## src/rtl/vending_pkg.sv

```systemverilog
// ---------------------------------------------------------------------------
// vending_pkg
// Shared definitions for the vending datapath:
//   - coin denomination codes (COIN_5 .. COIN_500, COIN_NONE)
//   - coin_value(): code -> rupee value, same decoder the vending FSM uses
//   - disp_state_t: change_dispenser state encoding
// ---------------------------------------------------------------------------
package vending_pkg;

    localparam logic [2:0] COIN_NONE = 3'b000;
    localparam logic [2:0] COIN_5    = 3'b001;
    localparam logic [2:0] COIN_10   = 3'b010;
    localparam logic [2:0] COIN_50   = 3'b011;
    localparam logic [2:0] COIN_100  = 3'b100;
    localparam logic [2:0] COIN_500  = 3'b101;

    // Denominations are indexed 0..NUM_DENOM-1 as (code - 1).
    localparam int NUM_DENOM = 5;

    typedef enum logic [1:0] {
        DISP_IDLE   = 2'd0,
        DISP_SELECT = 2'd1,
        DISP_ISSUE  = 2'd2,
        DISP_FINISH = 2'd3
    } disp_state_t;

    // Rupee value of a coin code, zero-extended to 16 bits.
    // Unused codes decode to 0.
    function automatic logic [15:0] coin_value(input logic [2:0] code);
        case (code)
            COIN_5:   coin_value = 16'd5;
            COIN_10:  coin_value = 16'd10;
            COIN_50:  coin_value = 16'd50;
            COIN_100: coin_value = 16'd100;
            COIN_500: coin_value = 16'd500;
            default:  coin_value = 16'd0;
        endcase
    endfunction

endpackage

```

## src/rtl/change_dispenser_if.sv

```systemverilog
// ---------------------------------------------------------------------------
// change_dispenser_if
// Signal bundle between the change dispenser and its environment
// (vending FSM, coin hopper, restock logic).
//   change_in/change_load   : payout request from the FSM
//   coin_out/coin_valid/
//   coin_ready              : coin handshake to the hopper
//   restock_coin/restock_en : add one coin to the inventory
//   busy/done/short_flag/
//   shortfall/load_drop     : status back to the FSM
// Modports: slave = the dispenser, master = the environment driving it.
// ---------------------------------------------------------------------------
interface change_dispenser_if;

    logic [15:0] change_in;
    logic        change_load;
    logic [2:0]  coin_out;
    logic        coin_valid;
    logic        coin_ready;
    logic [2:0]  restock_coin;
    logic        restock_en;
    logic        busy;
    logic        done;
    logic        short_flag;
    logic [15:0] shortfall;
    logic        load_drop;

    modport master (
        output change_in, change_load, coin_ready, restock_coin, restock_en,
        input  coin_out, coin_valid, busy, done, short_flag, shortfall, load_drop
    );

    modport slave (
        input  change_in, change_load, coin_ready, restock_coin, restock_en,
        output coin_out, coin_valid, busy, done, short_flag, shortfall, load_drop
    );

endinterface

```

## src/rtl/coin_inventory.sv

```systemverilog
// ---------------------------------------------------------------------------
// coin_inventory
// One CNT_W-bit counter per denomination.
// Ports:
//   clk, reset             : clock, synchronous active-high reset
//   restock_en/restock_coin: +1 on the addressed denomination (saturating);
//                            codes 000, 110, 111 are ignored
//   dec_en/dec_coin        : -1 on the addressed denomination (coin issued)
//   avail[i]               : denomination (code i+1) has at least one coin
// A simultaneous restock and issue of the same denomination leaves the
// count unchanged.
// ---------------------------------------------------------------------------
module coin_inventory
    import vending_pkg::*;
#(
    parameter int CNT_W      = 8,
    parameter int INIT_COUNT = 20
) (
    input  logic                 clk,
    input  logic                 reset,
    input  logic                 restock_en,
    input  logic [2:0]           restock_coin,
    input  logic                 dec_en,
    input  logic [2:0]           dec_coin,
    output logic [NUM_DENOM-1:0] avail
);

    localparam logic [CNT_W-1:0] CNT_MAX  = '1;
    localparam logic [CNT_W-1:0] CNT_INIT = CNT_W'(INIT_COUNT);

    logic [CNT_W-1:0]     cnt [NUM_DENOM];
    logic [NUM_DENOM-1:0] inc;
    logic [NUM_DENOM-1:0] dec;

    always_comb begin
        inc   = '0;
        dec   = '0;
        avail = '0;
        for (int i = 0; i < NUM_DENOM; i++) begin
            inc[i]   = restock_en && (restock_coin == 3'(i + 1));
            // An empty counter never decrements, so it cannot wrap.
            dec[i]   = dec_en && (dec_coin == 3'(i + 1)) && (cnt[i] != '0);
            avail[i] = (cnt[i] != '0);
        end
    end

    always_ff @(posedge clk) begin
        if (reset) begin
            for (int i = 0; i < NUM_DENOM; i++) begin
                cnt[i] <= CNT_INIT;
            end
        end else begin
            for (int i = 0; i < NUM_DENOM; i++) begin
                if (inc[i] && !dec[i]) begin
                    if (cnt[i] != CNT_MAX) begin
                        cnt[i] <= cnt[i] + CNT_W'(1);
                    end
                end else if (dec[i] && !inc[i]) begin
                    cnt[i] <= cnt[i] - CNT_W'(1);
                end
            end
        end
    end

endmodule

```

## src/rtl/change_dispenser.sv

```systemverilog
// ---------------------------------------------------------------------------
// change_dispenser
// Pays out a 16-bit change amount as physical coins, largest denomination
// first, limited by the coin inventory. Coins go to the hopper one at a time
// over a valid/ready handshake; a done pulse ends every payout and reports
// any amount that could not be paid.
// Ports:
//   clk    : system clock, rising edge
//   reset  : synchronous, active-high
//   bus    : change_dispenser_if.slave (request, coin handshake, restock,
//            status)
// Parameters:
//   CNT_W      : width of each inventory counter
//   INIT_COUNT : inventory of every denomination after reset
// ---------------------------------------------------------------------------
module change_dispenser
    import vending_pkg::*;
#(
    parameter int CNT_W      = 8,
    parameter int INIT_COUNT = 20
) (
    input  logic               clk,
    input  logic               reset,
    change_dispenser_if.slave  bus
);

    disp_state_t          state;
    disp_state_t          state_nxt;
    logic [15:0]          remaining;
    logic [15:0]          remaining_nxt;
    logic [15:0]          shortfall_q;
    logic [15:0]          shortfall_nxt;
    logic                 short_q;
    logic                 short_nxt;
    logic [2:0]           coin_q;
    logic [2:0]           coin_nxt;
    logic                 load_drop_q;
    logic [NUM_DENOM-1:0] avail;
    logic                 sel_found;
    logic [2:0]           sel_code;
    logic                 accept;

    assign accept = (state == DISP_ISSUE) && bus.coin_ready;

    coin_inventory #(
        .CNT_W      (CNT_W),
        .INIT_COUNT (INIT_COUNT)
    ) u_inv (
        .clk          (clk),
        .reset        (reset),
        .restock_en   (bus.restock_en),
        .restock_coin (bus.restock_coin),
        .dec_en       (accept),
        .dec_coin     (coin_q),
        .avail        (avail)
    );

    // Greedy pick: scan from the largest denomination down and take the
    // first one that is in stock and does not exceed the remaining amount.
    // Because value <= remaining is required, remaining can never underflow.
    always_comb begin
        sel_found = 1'b0;
        sel_code  = COIN_NONE;
        for (int i = NUM_DENOM - 1; i >= 0; i--) begin
            if (!sel_found && avail[i] && (coin_value(3'(i + 1)) <= remaining)) begin
                sel_found = 1'b1;
                sel_code  = 3'(i + 1);
            end
        end
    end

    always_ff @(posedge clk) begin
        if (reset) begin
            state <= DISP_IDLE;
        end else begin
            state <= state_nxt;
        end
    end

    always_comb begin
        state_nxt     = state;
        remaining_nxt = remaining;
        shortfall_nxt = shortfall_q;
        short_nxt     = short_q;
        coin_nxt      = coin_q;
        case (state)
            DISP_IDLE: begin
                // A zero request is a no-op: no payout, no done pulse.
                if (bus.change_load && (bus.change_in != 16'd0)) begin
                    remaining_nxt = bus.change_in;
                    shortfall_nxt = 16'd0;
                    short_nxt     = 1'b0;
                    state_nxt     = DISP_SELECT;
                end
            end
            DISP_SELECT: begin
                if (sel_found) begin
                    coin_nxt  = sel_code;
                    state_nxt = DISP_ISSUE;
                end else begin
                    // Nothing payable left: either fully paid, a sub-5
                    // remainder, or the needed coins are out of stock.
                    shortfall_nxt = remaining;
                    short_nxt     = (remaining != 16'd0);
                    coin_nxt      = COIN_NONE;
                    state_nxt     = DISP_FINISH;
                end
            end
            DISP_ISSUE: begin
                if (accept) begin
                    remaining_nxt = remaining - coin_value(coin_q);
                    state_nxt     = DISP_SELECT;
                end
            end
            DISP_FINISH: begin
                state_nxt = DISP_IDLE;
            end
            default: begin
                state_nxt = DISP_IDLE;
            end
        endcase
    end

    always_ff @(posedge clk) begin
        if (reset) begin
            remaining   <= 16'd0;
            shortfall_q <= 16'd0;
            short_q     <= 1'b0;
            coin_q      <= COIN_NONE;
            load_drop_q <= 1'b0;
        end else begin
            remaining   <= remaining_nxt;
            shortfall_q <= shortfall_nxt;
            short_q     <= short_nxt;
            coin_q      <= coin_nxt;
            // Requests arriving mid-payout are discarded; flag them once.
            load_drop_q <= bus.change_load && (state != DISP_IDLE);
        end
    end

    assign bus.coin_out   = coin_q;
    assign bus.coin_valid = (state == DISP_ISSUE);
    assign bus.busy       = (state != DISP_IDLE);
    assign bus.done       = (state == DISP_FINISH);
    assign bus.short_flag = short_q;
    assign bus.shortfall  = shortfall_q;
    assign bus.load_drop  = load_drop_q;

endmodule

```

## src/flat_wrapper.sv

```systemverilog
// flat-port wrapper written by rule: the top's interface ports become plain ports
module change_dispenser_flat import vending_pkg::*;
#(
    parameter int CNT_W      = 8,
    parameter int INIT_COUNT = 20
)
  (clk, reset, bus_change_in, bus_change_load, bus_coin_ready, bus_restock_coin, bus_restock_en, bus_coin_out, bus_coin_valid, bus_busy, bus_done, bus_short_flag, bus_shortfall, bus_load_drop);
  change_dispenser_if bus_i ();
  input  logic clk;
  input  logic reset;
  input wire logic [$bits(bus_i.change_in)-1:0] bus_change_in;
  input wire logic [$bits(bus_i.change_load)-1:0] bus_change_load;
  input wire logic [$bits(bus_i.coin_ready)-1:0] bus_coin_ready;
  input wire logic [$bits(bus_i.restock_coin)-1:0] bus_restock_coin;
  input wire logic [$bits(bus_i.restock_en)-1:0] bus_restock_en;
  output wire logic [$bits(bus_i.coin_out)-1:0] bus_coin_out;
  output wire logic [$bits(bus_i.coin_valid)-1:0] bus_coin_valid;
  output wire logic [$bits(bus_i.busy)-1:0] bus_busy;
  output wire logic [$bits(bus_i.done)-1:0] bus_done;
  output wire logic [$bits(bus_i.short_flag)-1:0] bus_short_flag;
  output wire logic [$bits(bus_i.shortfall)-1:0] bus_shortfall;
  output wire logic [$bits(bus_i.load_drop)-1:0] bus_load_drop;
  assign bus_i.change_in = bus_change_in;
  assign bus_i.change_load = bus_change_load;
  assign bus_i.coin_ready = bus_coin_ready;
  assign bus_i.restock_coin = bus_restock_coin;
  assign bus_i.restock_en = bus_restock_en;
  assign bus_coin_out = bus_i.coin_out;
  assign bus_coin_valid = bus_i.coin_valid;
  assign bus_busy = bus_i.busy;
  assign bus_done = bus_i.done;
  assign bus_short_flag = bus_i.short_flag;
  assign bus_shortfall = bus_i.shortfall;
  assign bus_load_drop = bus_i.load_drop;
  change_dispenser #(.CNT_W(CNT_W), .INIT_COUNT(INIT_COUNT)) u_core (.clk(clk), .reset(reset), .bus(bus_i));
endmodule
```

## config.mk

```make
export PLATFORM = sky130hd
export DESIGN_NAME = change_dispenser_flat
export DESIGN_NICKNAME = d
export VERILOG_FILES = /design/src/rtl/vending_pkg.sv /design/src/rtl/change_dispenser_if.sv /design/src/rtl/coin_inventory.sv /design/src/rtl/change_dispenser.sv /design/src/flat_wrapper.sv
export SDC_FILE = /design/constraint.sdc
export NUM_CORES = 1
export LEC_CHECK = 0
export CAP_MARGIN = 10
export CORE_MARGIN = 4
export CORE_UTILIZATION = 60
export CTS_CLUSTER_DIAMETER = 80
export DETAILED_ROUTE_END_ITERATION = 8
export GPL_ROUTABILITY_DRIVEN = 1
export GPL_TIMING_DRIVEN = 0
export PLACE_DENSITY_LB_ADDON = 0.08
export SLEW_MARGIN = 20
export SYNTH_ARGS = -nofsm -noshare
export SYNTH_HDL_FRONTEND = slang
export SYNTH_SLANG_ARGS = --single-unit
```

## constraint.sdc

```tcl
create_clock -name clk -period 8.4 [get_ports clk]
set_clock_uncertainty 0.1 [all_clocks]
set_input_delay 2.1 -clock clk [delete_from_list [all_inputs] [get_ports clk]]
set_output_delay 2.1 -clock clk [all_outputs]
set_load 0.005 [all_outputs]
```

==> qor.csv <==
stage,metric,value,unit
placement,IO buf count,46,
timing,Worst-Margin Slew,674,ps
timing,Final Cycle Share,65.0,%
routing,Vias/cell,6.27,
clock_network,Max H-tree Level,3,
clock_network,CTS tree,built,
timing,setup_tns,0,ps
setup_path,crit end category,register,
die,Starting Density,62.8,%
setup_path,worst reg2reg startpoint,u_core.bus.coin_out[1],
timing,Hold WS,360,ps
placement,RePlAce Congestion,0.925,
global_route,first-pass GRT wire length,23200,um
power_and_ir_drop,Max IR drop VDD,0.0000921,V
placement,Area after DPL,6180,um2
cells_and_area,"most common cell after layout, fill and taps aside",nor2_1,
setup_path,"Largest stage delay, worst path",570,ps
cells_and_area,fillers,716,
yosys,Mapped Area,5580,um2
global_route,initial antenna violation count,0,
yosys,synthesized flop and latch total,79,
cells_and_area,Layout area overhead,14.6,%
min_path,hold endpoint,u_core.bus.shortfall[11],
clock_network,clock-pin slew on the worst setup and hold paths,80,ps
cells_and_area,footprint of the multi-input gates,3360,um2
yosys,"Seq/Total Area, Yosys",35.5,%
timing,Final Hold Fails,0,
min_path,hold path depth,2,
timing,final setup fails,0,
power_and_ir_drop,P_leak,2.46,nW
routing,total wire length,14100,um
setup_path,worst reg2reg path depth,12,
clock_network,Post-CTS Hold Fix Bufs,0,
cells_and_area,design area,6400,um2
setup_path,register-to-register setup slack,4720,ps
yosys,Post-synth EDFFs,40,
clock_network,CTS max path bufs,2,
setup_path,Worst R2R End,u_core.u_inv.cnt[1][7],
timing,Slew Limit Fails,0,
placement,Placed Instances,798,
cells_and_area,share of layout cells above drive strength 1,5.67,%
setup_path,Worst Setup Start Kind,input port,
timing,fmax,183,MHz
min_path,hold_sp,u_core.bus.shortfall[11],
clock_network,clk sinks,79,
yosys,Syn Nets,708,
setup_path,"Critical Path, Cell by Cell",clkdlybuf4s50_1 -> nand3b_1 -> a211o_1 -> or3_1 -> inv_1 -> ha_1 -> a21o_1 -> a21oi_1 -> nor2b_1 -> o21a_1 -> o41a_1 -> xnor2_1 -> nor2_1,
timing,RSZ-0062 raised after global routing,no,
yosys,Synthesis Warnings,0,
routing,DRC Markers,0,
yosys,Syn Area/Cell,8.67,um2
die,number of rows in the core area,34,
yosys,async set-or-reset flop fraction in the synthesized netlist,0,%
setup_path,"delay-heaviest family, CP",compound AO/OA/AOI/OAI gates,
clock_network,Clock Tree Root,clkbuf_8,
cells_and_area,Nets,765,
routing,TritonRoute pass-1 iters,7,
clock_network,post-CTS setup buffers,0,
setup_path,crit path kind,in -> reg,
setup_path,CP Data Required Time,8420,ps
setup_path,Crit path arrival time,5480,ps
routing,Avg WL per Cell,17.3,um
cells_and_area,fin cells,814,
power_and_ir_drop,Pwr per Cell Area,155,nW/um2
die,I/O pin cnt,48,
setup_path,Worst Path Max Fanout,8,
routing,Starting DRT DRC Count,347,
die,die width,104,um
global_route,GRT Overall Usage,25.8,%
yosys,ys flop type,edfxtp_1,
clock_network,CTS Buf Count,9,
yosys,synth unique cells,65,
setup_path,Slowest cell on crit path,clkdlybuf4s50_1,
cells_and_area,most frequent cells in the layout,"nor2_1 (77), nand2_1 (71), clkdlybuf4s50_1 (46)",
outcome,status,"finished, final reports clean",
flow_run,max_cap viols,0,
clock_network,worst skew pair latency,360,ps
die,Die ar.,10900,um2
global_route,vias in the first global route,4912,
die,height of the die,104,um
yosys,Mapped Cells,644,
routing,Final ANT Viol Nets,0,
clock_network,post-cts sizing count,0,
routing,via count,5107,
min_path,worst min-delay path class,reg -> reg,
placement,dpl hpwl,10700,um
global_route,GR Overflow Total,0,
die,core area,8890,um2
global_route,pin count of the biggest net entering global routing,14,
cells_and_area,ANT cells,0,
timing,relative slew slack,54.7,%
cells_and_area,Reg area,1980,um2
setup_path,CP bufs+invs,2,
timing,minimum clock period,5460,ps
==> sequential cells by signal, summed over array words and instances (netlist names) <==
| signal | flops |
|---|---|
| u_core.bus.coin_out | 3 |
| u_core.u_inv.cnt | 40 |
| u_core.state | 2 |
| u_core.bus.load_drop | 1 |
| u_core.bus.shortfall | 16 |
| u_core.bus.short_flag | 1 |
| u_core.remaining | 16 |
==> cells by family (layout without fill, tap and decap cells) <==
group | Yosys count | in the layout | share of synthesized area, %
AO/OA/AOI/OAI | 140 | 140 | 16.7
XOR/XNOR | 29 | 29 | 4.55
adder cells (fa/ha/maj) | 40 | 40 | 9.63
buffers and inverters | 55 | 117 | 4.35
flip-flops | 79 | 79 | 35.5
multiplexers | 22 | 22 | 3.94
AND/OR/NAND/NOR | 279 | 279 | 25.3
==> area by class of cell <==
cell class / count / area share [%]
plain buffers: 29 / 2.27
multi-input cells: 510 / 52.5
well taps: 108 / 2.11
clock buffers: 12 / 2.60
flip-flops and latches: 79 / 31.0
inverters: 26 / 1.53
clock inverters: 4 / 0.802
repair buffers: 46 / 7.20
==> worst min-delay path, stage by stage, from the launching register on <==
cell	delay (ps)
dfxtp_1	310
nand2_1	50
mux2i_1	50
==> stage by stage <==
stage	worst slack [ps]	power, mW	utilization [%]
final	2940	0.993	72.0
after global routing	2720	1.04	72.0
after CTS	2960	0.989	72.0
after detailed placement	2590	0.682	69.5
after global placement	2620	0.674	69.5
after floorplan	3550	0.612	-
==> cells in the mapped netlist, types with 10 or more instances <==
| master | count | area, um2 |
|---|---|---|
| nor2_1 | 77 | 289 |
| nand2_1 | 71 | 267 |
| edfxtp_1 | 40 | 1200 |
| dfxtp_1 | 39 | 781 |
| ha_1 | 35 | 438 |
| a21oi_1 | 30 | 150 |
| o21ai_0 | 30 | 150 |
| inv_1 | 26 | 97.6 |
| mux2i_1 | 22 | 220 |
| clkbuf_1 | 19 | 71.3 |
| nor2b_1 | 17 | 106 |
| nor3_1 | 15 | 75.1 |
| xnor2_1 | 15 | 131 |
| nand3_1 | 14 | 70.1 |
| nor4_1 | 14 | 87.6 |
| xor2_1 | 14 | 123 |
| or3_1 | 13 | 81.3 |
| nand4_1 | 10 | 62.6 |
| o21a_1 | 10 | 75.1 |
==> power by group <==
part	switching, mW	internal, mW
logic	0.134	0.0907
clock network	0.148	0.164
registers	0.0277	0.428
==> layer usage <==
layer / wire length (um) / up-vias / GRT usage (%)
li1: - / 2462 / -
met1: 5930 / 2404 / 32.2
met2: 6950 / 211 / 44.6
met3: 885 / 30 / 3.85
met4: 304 / 0 / 10.2
met5: 0 / - / 0
==> how the worst max path moves through the flow <==
stage / start / end / slack, ps / cells past startpoint
after global routing: bus_coin_ready / u_core.u_inv.cnt[3][7] / 2720 / 13
after global placement: bus_coin_ready / u_core.u_inv.cnt[0][7] / 2620 / 13
after floorplan: bus_coin_ready / u_core.u_inv.cnt[0][7] / 3550 / 12
final: bus_coin_ready / u_core.u_inv.cnt[0][7] / 2940 / 13
after detailed placement: bus_coin_ready / u_core.u_inv.cnt[0][7] / 2590 / 13
after CTS: bus_coin_ready / u_core.u_inv.cnt[0][7] / 2960 / 13
(Power assumes the default switching activity.)
